[src/rtl/alu_result_stage.sv]
// Result stage behind the ALU: formats each accepted beat into a 64-bit word plus
// {C,N,Z} flags, queues it in a 2-entry FIFO and keeps delivery statistics.
module alu_result_stage (
    input  logic        clk,
    input  logic        rst,
    input  logic        in_valid,
    output logic        in_ready,
    input  logic [3:0]  in_opcode,
    input  logic [31:0] in_result,
    input  logic        in_carry,
    input  logic [63:0] in_product,
    output logic        out_valid,
    input  logic        out_ready,
    output logic [63:0] out_data,
    output logic [3:0]  out_opcode,
    output logic [2:0]  out_flags,
    input  logic        clr_sticky,
    output logic        sticky_carry,
    output logic [15:0] op_count
);

    logic [3:0]  r_op    [2];
    logic [63:0] r_data  [2];
    logic [2:0]  r_flags [2];
    logic        r_wr_ptr;
    logic        r_rd_ptr;
    logic [1:0]  r_count;
    logic        r_in_ready;
    logic        r_out_valid;
    logic        r_sticky;
    logic [15:0] r_op_count;

    logic [63:0] w_data;
    logic        w_c;
    logic        w_n;
    logic        w_z;
    logic        w_accept;
    logic        w_deliver;
    logic [1:0]  w_count_nxt;

    // Carry is only meaningful for the add/subtract family of opcodes.
    function automatic logic carry_applies(input logic [3:0] op);
        logic res;
        case (op)
            4'd0, 4'd1, 4'd3, 4'd4: res = 1'b1;
            default:                res = 1'b0;
        endcase
        return res;
    endfunction

    assign w_accept  = in_valid && r_in_ready;
    assign w_deliver = r_out_valid && out_ready;

    // Format the incoming beat and derive its flags at acceptance time.
    always_comb begin
        w_data = 64'd0;
        w_c    = 1'b0;
        w_n    = 1'b0;
        if (in_opcode == 4'd2) begin
            w_data = in_product;
            w_n    = in_product[63];
        end else begin
            w_data = {32'h0000_0000, in_result};
            w_n    = in_result[31];
        end
        if (carry_applies(in_opcode)) begin
            w_c = in_carry;
        end else begin
            w_c = 1'b0;
        end
        w_z = (w_data == 64'd0);
    end

    // Next occupancy: simultaneous accept and deliver leaves it unchanged.
    always_comb begin
        w_count_nxt = r_count;
        case ({w_accept, w_deliver})
            2'b10:   w_count_nxt = r_count + 2'd1;
            2'b01:   w_count_nxt = r_count - 2'd1;
            default: w_count_nxt = r_count;
        endcase
    end

    // FIFO storage, pointers, handshake flags and delivery statistics.
    always_ff @(posedge clk) begin
        if (rst) begin
            for (int i = 0; i < 2; i++) begin
                r_op[i]    <= 4'd0;
                r_data[i]  <= 64'd0;
                r_flags[i] <= 3'd0;
            end
            r_wr_ptr    <= 1'b0;
            r_rd_ptr    <= 1'b0;
            r_count     <= 2'd0;
            r_in_ready  <= 1'b1;
            r_out_valid <= 1'b0;
            r_sticky    <= 1'b0;
            r_op_count  <= 16'd0;
        end else begin
            if (w_accept) begin
                r_op[r_wr_ptr]    <= in_opcode;
                r_data[r_wr_ptr]  <= w_data;
                r_flags[r_wr_ptr] <= {w_c, w_n, w_z};
                r_wr_ptr          <= r_wr_ptr + 1'b1;
            end else begin
                r_wr_ptr <= r_wr_ptr;
            end
            if (w_deliver) begin
                r_rd_ptr <= r_rd_ptr + 1'b1;
                if (r_op_count != 16'hFFFF) begin
                    r_op_count <= r_op_count + 16'd1;
                end else begin
                    r_op_count <= r_op_count;
                end
            end else begin
                r_rd_ptr   <= r_rd_ptr;
                r_op_count <= r_op_count;
            end
            // A carry being delivered takes priority over a clear request.
            if (w_deliver && r_flags[r_rd_ptr][2]) begin
                r_sticky <= 1'b1;
            end else if (clr_sticky) begin
                r_sticky <= 1'b0;
            end else begin
                r_sticky <= r_sticky;
            end
            r_count     <= w_count_nxt;
            r_in_ready  <= (w_count_nxt < 2'd2);
            r_out_valid <= (w_count_nxt != 2'd0);
        end
    end

    assign in_ready     = r_in_ready;
    assign out_valid    = r_out_valid;
    assign out_data     = r_data[r_rd_ptr];
    assign out_opcode   = r_op[r_rd_ptr];
    assign out_flags    = r_flags[r_rd_ptr];
    assign sticky_carry = r_sticky;
    assign op_count     = r_op_count;

endmodule

[config.mk]
export PLATFORM = sky130hd
export DESIGN_NAME = alu_result_stage
export DESIGN_NICKNAME = d
export VERILOG_FILES = /design/src/rtl/alu_result_stage.sv
export SDC_FILE = /design/constraint.sdc
export NUM_CORES = 1
export LEC_CHECK = 0
export CAP_MARGIN = 30
export CORE_ASPECT_RATIO = 0.6
export CORE_MARGIN = 4
export CORE_UTILIZATION = 50
export CTS_BUF_LIST = sky130_fd_sc_hd__clkbuf_4 sky130_fd_sc_hd__clkbuf_8 sky130_fd_sc_hd__clkbuf_16
export DETAILED_ROUTE_END_ITERATION = 12
export PLACE_DENSITY = 0.82
export SLEW_MARGIN = 20
export SYNTH_ARGS = -nofsm -noshare
export SYNTH_HDL_FRONTEND = slang
export SYNTH_SLANG_ARGS = --single-unit
[constraint.sdc]
create_clock -name clk -period 10.95 [get_ports clk]
set_input_delay 1.6425 -clock clk [delete_from_list [all_inputs] [get_ports clk]]
set_output_delay 1.6425 -clock clk [all_outputs]
set_load 0.03 [all_outputs]
==> qor.yml <==
yosys:
  synthArstFlopShare_pct: 0
  ys.warnings.count: 0
  synth_cells: 593
  syn_avg_cell_area_um2: 12.85
  ys.flop_type: "edfxtp_1"
  yosys_register_bits: 166
  synth_edf_count: 142
  synth_nets: 701
  synth_area_um2: 7622
  seq_area_frac_synth_pct: 62.25
  ys_types: 42
sta:
  fmax_ghz: 0.2541
  setup_viol: 0
  period_share_pct: 35.93
  relSlewSlack_pct: 38.18
  fin_crit_ns: 3.935
  tightest_slew_ns: 0.9188
  finalHoldViolCount: 0
  skew_ns: 0.01002
  rsz0062_at_grt: "no"
  report.final.slew_viol_count: 0
  fin_setup_tns_ns: 0
clock_tree:
  clk_pin_slew_worst_paths_ns: 0.06
  clock_sinks: 166
  clk_latency_ns: 0.41
  cts_buffer_depth: 2
  cts_tree: "built"
  cts_resized: 0
  cts_buffers: 17
  hold_buffers: 0
  htreeDepth: 4
  cts_setup_buffers: 0
  cts-root-buf: "clkbuf_16"
setup_path:
  required_ns: 9.31
  worstPathMaxFanout: 56
  endpoint_kind: "primary output"
  worstSetupStartpointType: "flip-flop"
  crit_arrival_ns: 2.29
  path_class: "reg -> out"
die:
  die_y_um: 103.6
  core_area_um2: 14720
  rows: 34
  floorplan.initialDensity_pct: 51.79
  io_pins: 196
  die_width_um: 167.4
  dieArea_um2: 17350
detailed_routing:
  routed_via_density: 5.700
  wl_per_cell_um: 20.32
  firstDrtPassIters: 5
  drc: 0
  drt_wl_total_um: 20090
  drt_iter0_markers: 550
  drtAntennaViolNets: 0
  vias: 5637
grt:
  grt_max_degree: 72
  grt_antenna_before_repair: 1
  grt_pass1_vias: 5678
  grt_pass1_wl_um: 31320
  gr-total-overflow: 0
  grt.total_usage_pct: 22.94
power:
  cellLeakagePower_uw: 0.003838
  vdd_ir_drop_max_mv: 0.1518
  p_per_area_nw_per_um2: 195.8
min_path:
  hold_path_class: "reg -> reg"
final_layout:
  nets: 886
  drive_gt1_share_pct: 15.55
  num-fill-cells: 1017
  antenna_cells: 0
  area_growth_pct: 36.97
  fin_util_pct: 70.93
job:
  maxCapViolCount: 0
place:
  dp_hpwl_um: 13920
  port_buffers: 195
  place_congestion: 0.8190
outcome:
  outcome: "finished, final reports clean"
[routing by layer]
layer / GRT usage (%) / vias to the layer above / wire length (um) / part of all wire, %
met3: 7.233 / 14 / 1894 / 9.4
li1: - / 2604 / - / -
met5: 0 / - / 0 / 0
met4: 4.227 / 0 / 119 / 0.59
met1: 32.01 / 2729 / 8816 / 44
met2: 35.97 / 290 / 9262 / 46
[layout by cell type, fill, tap and decap left out, drive strengths merged, types with 10 or more instances in the layout]
master	Yosys	routed
a21oi	16	16
and2	33	33
and3	32	32
clkbuf	31	19
clkdlybuf4s50	0	194
dfxtp	24	24
edfxtp	142	142
mux2	74	74
mux2i	31	31
nand3	10	10
nor2	86	86
nor4	26	26
or4	12	12
[through the flow]
stage / cell area, um2 / instances / worst slack, ns / total power (uW) / hold WS, ns
finish: 10440 / 989 / 7.015 / 2044 / 0.5105
global route: 10440 / 989 / 6.929 / 2117 / 0.5433
CTS: 10380 / 986 / 6.723 / 2046 / 0.5077
detailed placement: 9758 / 954 / 6.294 / 1425 / 0.4926
global placement: 9749 / 954 / 6.418 / 1413 / 0.4927
floorplan: 7622 / 593 / 5.348 / 1171 / 0.4813
[state kept, by name, indices dropped and copies added (netlist names), named ones only]
name          cells
in_ready          1
r_op              8
out_valid         1
r_flags           6
r_wr_ptr          1
r_count           2
r_rd_ptr          1
sticky_carry      1
op_count         16
r_data          128
[worst max-delay path, stage by stage, from the launching register on]
cell and delay (ns):
dfxtp_4 0.50, buf_16 0.32, mux2_2 0.43, clkdlybuf4s50_1 0.62
[power by group]
| group | internal, uW | switching (uW) | total (uW) |
|---|---|---|---|
| registers | 782 | 33.9 | 816 |
| logic | 261 | 343 | 604 |
| clock network | 386 | 238 | 624 |
| total | 1430 | 614 | 2040 |
[final timing paths]
check,startpoint,slack [ns],endpoint,cells past startpoint
setup / recovery,flip-flop,7.02,out_data[15],3
hold / removal,r_rd_ptr$_SDFFE_PP0P_,0.51,flip-flop,2
setup reg to reg,op_count[0]$_SDFFE_PP0P_,8.65,op_count[6]$_SDFFE_PP0P_,5
hold reg to reg,r_rd_ptr$_SDFFE_PP0P_,0.51,flip-flop,2
[cell type report]
| type | count | area [um2] | share of cell area, % |
|---|---|---|---|
| multi-input combinational | 383 | 2746 | 26.31 |
| inverter | 7 | 26.28 | 0.2517 |
| timing repair buffer | 203 | 2051 | 19.64 |
| tap | 198 | 247.7 | 2.373 |
| clock buffer | 19 | 440.4 | 4.219 |
| clock inverter | 13 | 180.2 | 1.726 |
| sequential | 166 | 4748 | 45.48 |
[synth_stat cells (all sizes together), types with 9 or more instances]
master  instances  area [um2]
dfxtp          24       480.5
nand2           9       33.78
mux2           74       833.3
edfxtp        142        4264
and3           32       200.2
o31ai           9       67.56
clkbuf         31       118.9
a21oi          16       80.08
nor2           86       322.8
and2           33       207.7
nand3          10       55.05
mux2i          31       310.3
or4            12       93.84
nor4           26       168.9
[kinds of logic after synthesis]
family,Yosys count,share of synthesized area (%)
AO/OA/AOI/OAI,38,3.102
XOR/XNOR,4,0.4597
adder cells (fa/ha/maj),2,0.3282
buffers and inverters,44,2.265
flip-flops,166,62.25
multiplexers,105,15.00
AND/OR/NAND/NOR,234,16.60
No activity file was read; power rests on OpenSTA's default activity.
